===== config.mk =====
export PLATFORM = sky130hd
export DESIGN_NAME = mrd_rdx3_v3_flat
export DESIGN_NICKNAME = d
export VERILOG_FILES = /design/src/rtl/mrd_pkg.sv /design/src/rtl/mrd_rdx3_v3_if.sv /design/src/rtl/mrd_bfp_scale.sv /design/src/rtl/mrd_rdx3_v3.sv /design/src/flat_wrapper.sv
export SDC_FILE = /design/constraint.sdc
export NUM_CORES = 2
export LEC_CHECK = 0
export ABC_CLOCK_PERIOD_IN_PS = 11750
export CAP_MARGIN = 40
export CORE_MARGIN = 3
export CORE_UTILIZATION = 56
export CTS_CLUSTER_SIZE = 40
export DETAILED_ROUTE_END_ITERATION = 7
export PLACE_DENSITY = 0.84
export SLEW_MARGIN = 10
export SYNTH_ARGS = -nofsm -noshare
export SYNTH_HDL_FRONTEND = slang
export SYNTH_HIERARCHICAL = 1
export SYNTH_SLANG_ARGS = --single-unit

===== constraint.sdc =====
create_clock -name clk -period 11.75 [get_ports clk]
set_input_delay 1.175 -clock clk [delete_from_list [all_inputs] [get_ports clk]]
set_output_delay 1.175 -clock clk [all_outputs]
set_load 0.02 [all_outputs]

===== src/rtl/mrd_pkg.sv =====
// Shared constants, types and helpers for the mixed-radix FFT datapath.
// The twiddle constant is computed at elaboration time from its width.
package mrd_pkg;
   localparam int MRD_LANES = 5;
   localparam int MRD_WEXP  = 4;

   typedef logic [MRD_WEXP-1:0] mrd_exp_t;

   // round(0.8660254 * 2^(wCoef-1)), evaluated in fixed point to stay synthesizable
   function automatic int coef_sqrt3_2(input int wCoef);
      longint scaled;
      scaled = 64'sd8660254 * (64'sd1 <<< (wCoef - 1));
      return int'((scaled + 64'sd5000000) / 64'sd10000000);
   endfunction
endpackage


===== src/rtl/mrd_rdx3_v3_if.sv =====
// Shared 5-lane sample bus between FFT stages, with block exponent side-band.
interface mrd_rdx3_v3_if #(
   parameter int wData = 18,
   parameter int wExp  = 4
) ();
   import mrd_pkg::*;

   logic                    in_val;
   logic                    inv;
   logic signed [wData-1:0] din_real  [0:MRD_LANES-1];
   logic signed [wData-1:0] din_imag  [0:MRD_LANES-1];
   logic [1:0]              margin_in;
   logic [wExp-1:0]         exp_in;
   logic                    out_val;
   logic signed [wData-1:0] dout_real [0:MRD_LANES-1];
   logic signed [wData-1:0] dout_imag [0:MRD_LANES-1];
   logic [wExp-1:0]         exp_out;
   logic                    exp_ovf;

   modport slave (
      input  in_val, inv, din_real, din_imag, margin_in, exp_in,
      output out_val, dout_real, dout_imag, exp_out, exp_ovf
   );

   modport master (
      output in_val, inv, din_real, din_imag, margin_in, exp_in,
      input  out_val, dout_real, dout_imag, exp_out, exp_ovf
   );
endinterface


===== src/rtl/mrd_bfp_scale.sv =====
// Block-floating-point scaler: round-half-up arithmetic right shift of one value
// plus exponent increment with saturation at the top of the exponent range.
module mrd_bfp_scale #(
   parameter int wIn   = 21,
   parameter int wData = 18,
   parameter int wExp  = 4
) (
   input  logic signed [wIn-1:0]   val,
   input  logic [1:0]              shift,
   input  logic [wExp-1:0]         exp_in,
   output logic signed [wData-1:0] res,
   output logic [wExp-1:0]         exp_out,
   output logic                    ovf
);
   logic signed [wIn:0] rnd;
   logic [wExp:0]       esum;

   always_comb begin
      rnd = '0;
      case (shift)
         2'd1:    rnd = (wIn+1)'(1);
         2'd2:    rnd = (wIn+1)'(2);
         default: rnd = '0;
      endcase
   end

   // one guard bit so the rounding add cannot wrap before the shift
   assign res = wData'(($signed({val[wIn-1], val}) + rnd) >>> shift);

   assign esum    = {1'b0, exp_in} + {{(wExp-1){1'b0}}, shift};
   assign ovf     = esum[wExp];
   assign exp_out = esum[wExp] ? {wExp{1'b1}} : esum[wExp-1:0];
endmodule


===== src/rtl/mrd_rdx3_v3.sv =====
// Radix-3 DFT butterfly, forward/inverse per sample, four-stage pipeline with
// block-floating-point output scaling. Lanes 3..4 of the shared bus are unused.
module mrd_rdx3_v3
   import mrd_pkg::*;
#(
   parameter int wData   = 18,
   parameter int wCoef   = 18,
   parameter int wExp    = 4,
   parameter int LATENCY = 4
) (
   input  logic          clk,
   input  logic          rst_n,
   mrd_rdx3_v3_if.slave  bus
);
   localparam int W2 = wData + 2;
   localparam int W3 = wData + 3;
   localparam int WP = W2 + wCoef;
   localparam logic signed [wCoef-1:0] COEF = wCoef'(coef_sqrt3_2(wCoef));

   function automatic logic signed [W2-1:0] mul_c(input logic signed [W2-1:0] d);
      return W2'((WP'(d) * WP'(COEF) + (WP'(1) <<< (wCoef - 2))) >>> (wCoef - 1));
   endfunction

   logic [LATENCY-1:0] vpipe;

   logic signed [W2-1:0] s1_x0r, s1_x0i, s1_sr, s1_si, s1_dr, s1_di;
   logic                 s1_inv, s2_inv;
   logic [1:0]           s1_sh, s2_sh, s3_sh;
   logic [wExp-1:0]      s1_exp, s2_exp, s3_exp;

   logic signed [W2-1:0] s2_x0r, s2_x0i, s2_ar, s2_ai, s2_cdr, s2_cdi;

   logic signed [W3-1:0] x1r_c, x1i_c, x2r_c, x2i_c;
   logic signed [W3-1:0] s3_re [0:2];
   logic signed [W3-1:0] s3_im [0:2];

   logic signed [wData-1:0] sc_re [0:2];
   logic signed [wData-1:0] sc_im [0:2];
   logic [wExp-1:0]         exp_l [0:5];
   logic                    ovf_l [0:5];
   logic [wExp-1:0]         exp_c;
   logic                    ovf_c;

   logic signed [wData-1:0] s4_re [0:2];
   logic signed [wData-1:0] s4_im [0:2];
   logic [wExp-1:0]         s4_exp;
   logic                    s4_ovf;

   always_ff @(posedge clk or negedge rst_n) begin
      if (!rst_n) vpipe <= '0;
      else        vpipe <= {vpipe[LATENCY-2:0], bus.in_val};
   end

   // st1: capture, form sum and difference of x1 and x2
   always_ff @(posedge clk or negedge rst_n) begin
      if (!rst_n) begin
         s1_x0r <= '0; s1_x0i <= '0; s1_sr <= '0; s1_si <= '0; s1_dr <= '0; s1_di <= '0;
         s1_inv <= 1'b0; s1_sh <= '0; s1_exp <= '0;
      end else if (bus.in_val) begin
         s1_x0r <= W2'(bus.din_real[0]);
         s1_x0i <= W2'(bus.din_imag[0]);
         s1_sr  <= W2'(bus.din_real[1]) + W2'(bus.din_real[2]);
         s1_si  <= W2'(bus.din_imag[1]) + W2'(bus.din_imag[2]);
         s1_dr  <= W2'(bus.din_real[1]) - W2'(bus.din_real[2]);
         s1_di  <= W2'(bus.din_imag[1]) - W2'(bus.din_imag[2]);
         s1_inv <= bus.inv;
         s1_sh  <= (bus.margin_in >= 2'd2) ? 2'd0 : 2'd2 - bus.margin_in;
         s1_exp <= bus.exp_in;
      end
   end

   // st2: twiddle products and the shared term A = x0 - s/2
   always_ff @(posedge clk or negedge rst_n) begin
      if (!rst_n) begin
         s2_x0r <= '0; s2_x0i <= '0; s2_ar <= '0; s2_ai <= '0; s2_cdr <= '0; s2_cdi <= '0;
         s2_inv <= 1'b0; s2_sh <= '0; s2_exp <= '0;
      end else if (vpipe[0]) begin
         s2_x0r <= s1_x0r + s1_sr;
         s2_x0i <= s1_x0i + s1_si;
         s2_ar  <= s1_x0r - (s1_sr >>> 1);
         s2_ai  <= s1_x0i - (s1_si >>> 1);
         s2_cdr <= mul_c(s1_dr);
         s2_cdi <= mul_c(s1_di);
         s2_inv <= s1_inv;
         s2_sh  <= s1_sh;
         s2_exp <= s1_exp;
      end
   end

   always_comb begin
      x1r_c = W3'(s2_ar) + W3'(s2_cdi);
      x1i_c = W3'(s2_ai) - W3'(s2_cdr);
      x2r_c = W3'(s2_ar) - W3'(s2_cdi);
      x2i_c = W3'(s2_ai) + W3'(s2_cdr);
   end

   // st3: final sums; the inverse transform just exchanges X1 and X2
   always_ff @(posedge clk or negedge rst_n) begin
      if (!rst_n) begin
         for (int k = 0; k < 3; k++) begin
            s3_re[k] <= '0;
            s3_im[k] <= '0;
         end
         s3_sh  <= '0;
         s3_exp <= '0;
      end else if (vpipe[1]) begin
         s3_re[0] <= W3'(s2_x0r);
         s3_im[0] <= W3'(s2_x0i);
         s3_re[1] <= s2_inv ? x2r_c : x1r_c;
         s3_im[1] <= s2_inv ? x2i_c : x1i_c;
         s3_re[2] <= s2_inv ? x1r_c : x2r_c;
         s3_im[2] <= s2_inv ? x1i_c : x2i_c;
         s3_sh    <= s2_sh;
         s3_exp   <= s2_exp;
      end
   end

   for (genvar k = 0; k < 3; k++) begin : g_scale
      mrd_bfp_scale #(.wIn(W3), .wData(wData), .wExp(wExp)) u_re (
         .val(s3_re[k]), .shift(s3_sh), .exp_in(s3_exp),
         .res(sc_re[k]), .exp_out(exp_l[2*k]), .ovf(ovf_l[2*k])
      );
      mrd_bfp_scale #(.wIn(W3), .wData(wData), .wExp(wExp)) u_im (
         .val(s3_im[k]), .shift(s3_sh), .exp_in(s3_exp),
         .res(sc_im[k]), .exp_out(exp_l[2*k+1]), .ovf(ovf_l[2*k+1])
      );
   end

   // every lane sees the same shift and exponent, so merging is an identity
   always_comb begin
      exp_c = '0;
      ovf_c = 1'b0;
      for (int i = 0; i < 6; i++) begin
         exp_c = exp_c | exp_l[i];
         ovf_c = ovf_c | ovf_l[i];
      end
   end

   // st4: scaled outputs; overflow flag lives only for its own output beat
   always_ff @(posedge clk or negedge rst_n) begin
      if (!rst_n) begin
         for (int k = 0; k < 3; k++) begin
            s4_re[k] <= '0;
            s4_im[k] <= '0;
         end
         s4_exp <= '0;
         s4_ovf <= 1'b0;
      end else begin
         s4_ovf <= vpipe[2] & ovf_c;
         if (vpipe[2]) begin
            for (int k = 0; k < 3; k++) begin
               s4_re[k] <= sc_re[k];
               s4_im[k] <= sc_im[k];
            end
            s4_exp <= exp_c;
         end
      end
   end

   for (genvar k = 0; k < MRD_LANES; k++) begin : g_out
      if (k < 3) begin : g_used
         assign bus.dout_real[k] = s4_re[k];
         assign bus.dout_imag[k] = s4_im[k];
      end else begin : g_idle
         assign bus.dout_real[k] = '0;
         assign bus.dout_imag[k] = '0;
      end
   end

   assign bus.out_val = vpipe[LATENCY-1];
   assign bus.exp_out = s4_exp;
   assign bus.exp_ovf = s4_ovf;
endmodule


===== src/flat_wrapper.sv =====
// flat-port wrapper written by rule: the top's interface ports become plain ports
module mrd_rdx3_v3_flat import mrd_pkg::*;
#(
   parameter int wData   = 18,
   parameter int wCoef   = 18,
   parameter int wExp    = 4,
   parameter int LATENCY = 4
)
  (clk, rst_n, bus_in_val, bus_inv, bus_din_real, bus_din_imag, bus_margin_in, bus_exp_in, bus_out_val, bus_dout_real, bus_dout_imag, bus_exp_out, bus_exp_ovf);
  mrd_rdx3_v3_if #(.wData(wData), .wExp(wExp)) bus_i ();
  input  logic clk;
  input  logic rst_n;
  input wire logic [$bits(bus_i.in_val)-1:0] bus_in_val;
  input wire logic [$bits(bus_i.inv)-1:0] bus_inv;
  input wire logic [$bits(bus_i.din_real)-1:0] bus_din_real;
  input wire logic [$bits(bus_i.din_imag)-1:0] bus_din_imag;
  input wire logic [$bits(bus_i.margin_in)-1:0] bus_margin_in;
  input wire logic [$bits(bus_i.exp_in)-1:0] bus_exp_in;
  output wire logic [$bits(bus_i.out_val)-1:0] bus_out_val;
  output wire logic [$bits(bus_i.dout_real)-1:0] bus_dout_real;
  output wire logic [$bits(bus_i.dout_imag)-1:0] bus_dout_imag;
  output wire logic [$bits(bus_i.exp_out)-1:0] bus_exp_out;
  output wire logic [$bits(bus_i.exp_ovf)-1:0] bus_exp_ovf;
  assign bus_i.in_val = bus_in_val;
  assign bus_i.inv = bus_inv;
  assign bus_i.din_real = {>>{bus_din_real}};
  assign bus_i.din_imag = {>>{bus_din_imag}};
  assign bus_i.margin_in = bus_margin_in;
  assign bus_i.exp_in = bus_exp_in;
  assign bus_out_val = bus_i.out_val;
  assign bus_dout_real = {>>{bus_i.dout_real}};
  assign bus_dout_imag = {>>{bus_i.dout_imag}};
  assign bus_exp_out = bus_i.exp_out;
  assign bus_exp_ovf = bus_i.exp_ovf;
  mrd_rdx3_v3 #(.wData(wData), .wCoef(wCoef), .wExp(wExp), .LATENCY(LATENCY)) u_core (.clk(clk), .rst_n(rst_n), .bus(bus_i));
endmodule

* Yosys cells after proc, flatten, opt, wreduce, memory -nomap -nowiden
Index checks and enable logic that the tools add are counted.
** Cells by class
- Add/sub/neg operators :: 22
- Multipliers :: 2
- Magnitude comparators :: 1
- Equality and inequality tests :: 2
- Shift-type cells :: 6
- Mux-type cells :: 7
- Bitwise logic cells :: 6
** Operators with widths (count)
- 22-bit by 2-bit >>> shifter with 18-bit output :: 6
- 21-bit by 3-bit adder with 22-bit output :: 4
- 21-bit 2-to-1 mux :: 4
- 18-bit by 18-bit subtractor with 19-bit output :: 4
- 37-bit by 18-bit adder with 37-bit output, second input constant :: 2
- 19-bit by 15-bit multiplier with 34-bit output, second input constant :: 2
- 20-bit by 20-bit adder with 21-bit output :: 2
- 20-bit by 3-bit adder with 21-bit output :: 2
- 20-bit by 20-bit subtractor with 21-bit output :: 2
- 18-bit by 19-bit adder with 20-bit output :: 2
- 18-bit by 18-bit adder with 19-bit output :: 2
- 4-bit bitwise OR :: 5
- 4-bit by 2-bit adder with 5-bit output :: 1
- 4-bit 2-to-1 mux :: 1
- 2-bit case mux with 2 select lines :: 1
- 2-bit by 1-bit == test with 1-bit output, second input constant :: 1
- 2-bit == test, second input constant :: 1
- 2-bit >= comparator, second input constant :: 1
- 2-bit 2-to-1 mux :: 1
- 2-bit subtractor, first input constant :: 1
- 1-bit AND :: 1
** Word-level totals
- Register bits :: 493
- Input port bits :: 190
- Word-level logic and storage cells :: 81

* Depth between registers and ports, before layout
- Word-level depth :: 7
- Mapped depth :: 26

* Hierarchy
The synthesis kept the hierarchy.
** By module, submodules not included
- mrd_rdx3_v3 :: instances 1, cells each 4210, area an instance 41651.2 um^2, sequential area each 12186.7 um^2
- mrd_bfp_scale (u_core.g_scale[0].u_im ...) :: instances 5, cells each 215, area an instance 1386.3 um^2, sequential area each 0.0 um^2
- mrd_bfp_scale (u_core.g_scale[2].u_re) :: instances 1, cells each 201, area an instance 1430.1 um^2, sequential area each 0.0 um^2

* Worst setup path before layout
Ideal clock, no wire load.
- Path kind :: register -> register
- Start :: register, netlist name u_core/s1_di[18]
- End :: register u_core.s2_cdi[19]
- Setup time :: 82 ps
- Arrival :: 6709 ps
- Slack :: 4959 ps
- Stages on the path, launching flop included :: 24
- Path buffers :: 1
- Period minus slack after synthesis :: 6791 ps
- Path through :: dfrtp_1 ha_1 inv_1 fa_1 fa_1 fa_1 fa_1 inv_1 fa_1 inv_1 ha_1 and4_1 and3_1 a32o_1 or3_1 buf_2 a311o_1 a22o_4 nor4_4 nand2_2 nand2_1 o211ai_1 or3_1 a31oi_1
** On the way
- Word-level cells in the longest chain between the ends :: 2
** RTL lines
- 19-bit by 15-bit multiplier with 34-bit output :: RTL line mrd_rdx3_v3.sv:21 : return W2'((WP'(d) * WP'(COEF) + (WP'(1) <<< (wCoef - 2))) >>> (wCoef - 1));
- 37-bit by 18-bit adder with 37-bit output :: RTL line mrd_rdx3_v3.sv:21
- end signal, assigned :: RTL line mrd_rdx3_v3.sv:83 : s2_cdi <= mul_c(s1_di);
- end, declared :: RTL line mrd_rdx3_v3.sv:31 : logic signed [W2-1:0] s2_x0r, s2_x0i, s2_ar, s2_ai, s2_cdr, s2_cdi;
No other way between the ends.
A chain may end at the register's enable or synchronous reset.

* Worst setup path after layout
- Start :: register u_core.s1_dr[9]
- End :: register u_core.s2_cdr[15]
** On the way
- Word-level cells in the longest chain between the ends :: 2
** RTL lines
- start, declared :: RTL line mrd_rdx3_v3.sv:26 : logic signed [W2-1:0] s1_x0r, s1_x0i, s1_sr, s1_si, s1_dr, s1_di;
- start signal, assigned :: RTL line mrd_rdx3_v3.sv:64 : s1_dr <= W2'(bus.din_real[1]) - W2'(bus.din_real[2]);
- 19-bit by 15-bit multiplier with 34-bit output :: RTL line mrd_rdx3_v3.sv:21
- 37-bit by 18-bit adder with 37-bit output :: RTL line mrd_rdx3_v3.sv:21
- end signal, assigned :: RTL line mrd_rdx3_v3.sv:82 : s2_cdr <= mul_c(s1_dr);
- end, declared :: RTL line mrd_rdx3_v3.sv:31
No other way between the ends.

==> qor.yml <==
finish:
  final_util_pct: 62.3
  syn_to_final_growth_pct: 9.33
  drive_gt1_share_pct: 9.58
  nNetsFinal: 6536
  fin_area_um2: 54700
  instances_no_fill: 6773
  antenna_cells: 0
  seq_area_um2: 12200
  fillers: 7231
  multiInputGateArea_um2: 33900
drt:
  wl_met1_um: 55400
  first_iter_violations: 3374
  routed_wl_um: 129000
  via_per_inst: 5.95
  drtPass1Iterations: 6
  num_vias: 40300
  wl_met2_um: 60400
  remaining_drc_errors: 0
  dr.max_layer_used: "met4"
  ant_nets: 0
  wl_per_cell_um: 19.1
  dr_wl_met3_um: 7790
placement:
  placed_area_um2: 52800
  portBuffers: 231
  place.gp.congestion: 0.942
  dp_hpwl_um: 104000
  dp_cells: 6666
timing:
  skew_ps: 37.5
  finalCritPeriodShare_pct: 65.6
  rsz0062_at_grt: "no"
  max_freq_mhz: 130
  relSlewSlack_pct: 38.5
  finalMaxSlewViolations: 0
  worst_slew_pin_slew_ps: 923
  tns_ps: 0
  period_needed_ps: 7710
  finalHoldViolations: 0
  setup_viol: 0
setup_path:
  cp-start-kind: "flip-flop"
  worstPathArrival_ps: 8230
  worstPathRequired_ps: 12270
  path_common_cell: "fa_1"
  crit_chain: "ha_1 > fa_1 > inv_1 > fa_1 > inv_1 > fa_1 > fa_1 > inv_1 > fa_1 > inv_1 > ha_1 > nand2_1 > nor3_1 > a31oi_1 > o31ai_1 > nand2_1 > o311ai_0 > nand3_1 > o31a_1 > a211oi_1 > xor2_1 > mux2i_1"
  max_stage_delay_ps: 700
  end_kind: "flip-flop"
  worstPathMaxFanout: 5
  cp_slowest_cell: "o311ai_0"
  crit_type: "flip-flop to flip-flop"
  crit_family: "adder cells"
  crit_buf_inv: 4
die:
  ios: 376
  die_w_um: 305
  num_rows: 108
  core_area_um2: 87700
  die_h_um: 305
  design.die.area_um2: 92900
  initial_core_util_pct: 57.0
logic_synthesis:
  synth-simple-area-share_pct: 13.2
  synth_warnings: 6
  synthAdderAreaFrac_pct: 24.0
  yosysSeqAreaShare_pct: 24.4
  synth_compound_area_share_pct: 15.8
  postSynthAreaPerCell_um2: 9.12
  synth_top_family_by_area: "adder cells"
  ys_seq_elements: 487
  async_flop_share_pct: 100
  muxShareOfSynthArea_pct: 9.07
  synth.distinct_cells: 97
  synth-edff-count: 0
  synthXorXnorAreaFrac_pct: 5.15
  ys.flop_type: "dfrtp_1"
  syn_inst: 5486
  syn_area_um2: 50000
global_route:
  grt_first_pass_wirelength_um: 209000
  grt_max_degree: 204
  antenna_found_initial: 1
  grt-ovfl-total: 0
  track_usage_pct: 27.5
  grt_pass1_vias: 39300
clocking:
  cts_tree: "built"
  clkTransAtPathRegs_ps: 60
  cts_num_sinks: 487
  cts_buffers: 57
  cts_hold_buf: 0
  clock_path_buffers: 3
  htreeDepth: 2
  clock_latency_ps: 670
  cts-root-buf: "clkbuf_16"
  post_cts_buffers: 0
  cts-resized-gates: 0
run:
  max_cap_viol_count: 0
run_status:
  outcome: "finished, final reports clean"
worst_hold_path:
  hold_class: "flip-flop to flip-flop"
-- sequential cells by signal, summed over array words and instances, names as in the netlist, 18 cells and up --
signal	count
u_core/s1_x0i	18
u_core/s3_re	61
u_core/s1_dr	18
u_core/s3_im	61
u_core/s1_x0r	18
u_core/bus.dout_imag	54
u_core/bus.dout_real	54
u_core/s1_di	18
u_core/s2_x0i	20
u_core/s1_sr	19
u_core/s2_cdr	20
u_core/s2_x0r	20
u_core/s2_cdi	20
u_core/s2_ar	19
u_core/s2_ai	19
u_core/s1_si	19
-- kinds of logic (layout without fill, tap and decap cells) --
logic type / count (synthesis) / after routing
and+or+nand+nor: 1304 / 1304
AOI/OAI and AO/OA: 1210 / 1210
buffers and inverters: 995 / 1056
adders and majority gates: 782 / 782
DFF: 487 / 487
muxes: 413 / 413
xor gates and xnor gates: 294 / 294
other: 1 / 72
-- worst paths after layout --
kind | endpoint | depth (start not counted) | start | slack [ps]
max | u_core/s2_cdr[15] | 22 | u_core/s1_dr[9] | 4040
min | u_core/s2_x0r[19] | 1 | u_core/s2_x0r[19] | 490
max reg2reg | u_core/s2_cdr[15] | 22 | u_core/s1_dr[9] | 4040
min reg2reg | u_core/s2_x0r[19] | 1 | u_core/s2_x0r[19] | 490
max in group asynchronous | u_core/s2_cdr[5] | 4 | rst_n | 9270
min in group asynchronous | u_core/bus.dout_real[74] | 1 | rst_n | 520
-- cells in the mapped netlist (71+ instances only) --
| cell | n | area [µm²] |
|---|---|---|
| o21ai_0 | 234 | 1170 |
| nor3_1 | 83 | 415 |
| mux2_2 | 321 | 3610 |
| xnor2_1 | 223 | 1950 |
| mux2i_1 | 91 | 911 |
| xor2_1 | 71 | 622 |
| a21oi_1 | 339 | 1700 |
| nand3_1 | 136 | 681 |
| fa_1 | 298 | 5970 |
| nor2_1 | 367 | 1380 |
| a21o_1 | 85 | 638 |
| nand2_1 | 324 | 1220 |
| inv_1 | 688 | 2580 |
| dfrtp_1 | 487 | 12200 |
| buf_4 | 85 | 638 |
| clkbuf_1 | 130 | 488 |
| ha_1 | 478 | 5980 |
-- through the flow --
stage / worst slack [ps] / hold WS, ps
after CTS: 4080 / 491
after floorplan: 4960 / 352
after global placement: 4270 / 466
after global routing: 3620 / 520
after detailed placement: 4100 / 480
final: 4040 / 494
-- final cells by class --
class / count / area share [%]
Multi-Input combinational cell: 4075 / 62.0
Inverter: 696 / 4.78
Sequential cell: 487 / 22.3
Clock buffer: 79 / 2.98
Clock inverter: 28 / 0.542
Tap cell: 1155 / 2.64
Timing Repair Buffer: 253 / 4.73
-- cell usage in the layout (no fill, tap or decap), types with 25 or more instances in the layout --
master	synthesis	layout
o21ai_0	234	234
a21o_1	85	85
dfrtp_1	487	481
clkbuf_16	0	57
and3_1	50	50
inv_1	688	688
nand3_1	136	136
ha_1	478	478
nor2b_1	43	43
nand2_1	324	324
nor2_1	367	367
nor4_1	29	29
fa_1	298	298
a21oi_1	339	339
a211o_1	28	28
nor3_1	83	83
xor2_1	71	71
or3_1	34	34
o31ai_1	63	63
o211ai_1	43	43
and2_1	25	25
xnor2_1	223	223
clkdlybuf4s50_1	0	229
mux2i_1	91	91
o21bai_1	28	28
nand4_1	46	46
mux2_2	321	321
a31oi_1	69	69
conb_1	1	72
nand2b_1	43	43
a211oi_1	43	43
-- metal layers --
layer / track usage [%] / vias up
met3: 4.02 / 266
met1: 36.5 / 19600
met5: 0 / -
met2: 45.2 / 1319
li1: - / 19100
met4: 11.2 / 0
Power is not shown: default switching activity piles up to over one toggle a cycle in this logic, so the estimate is an artifact.
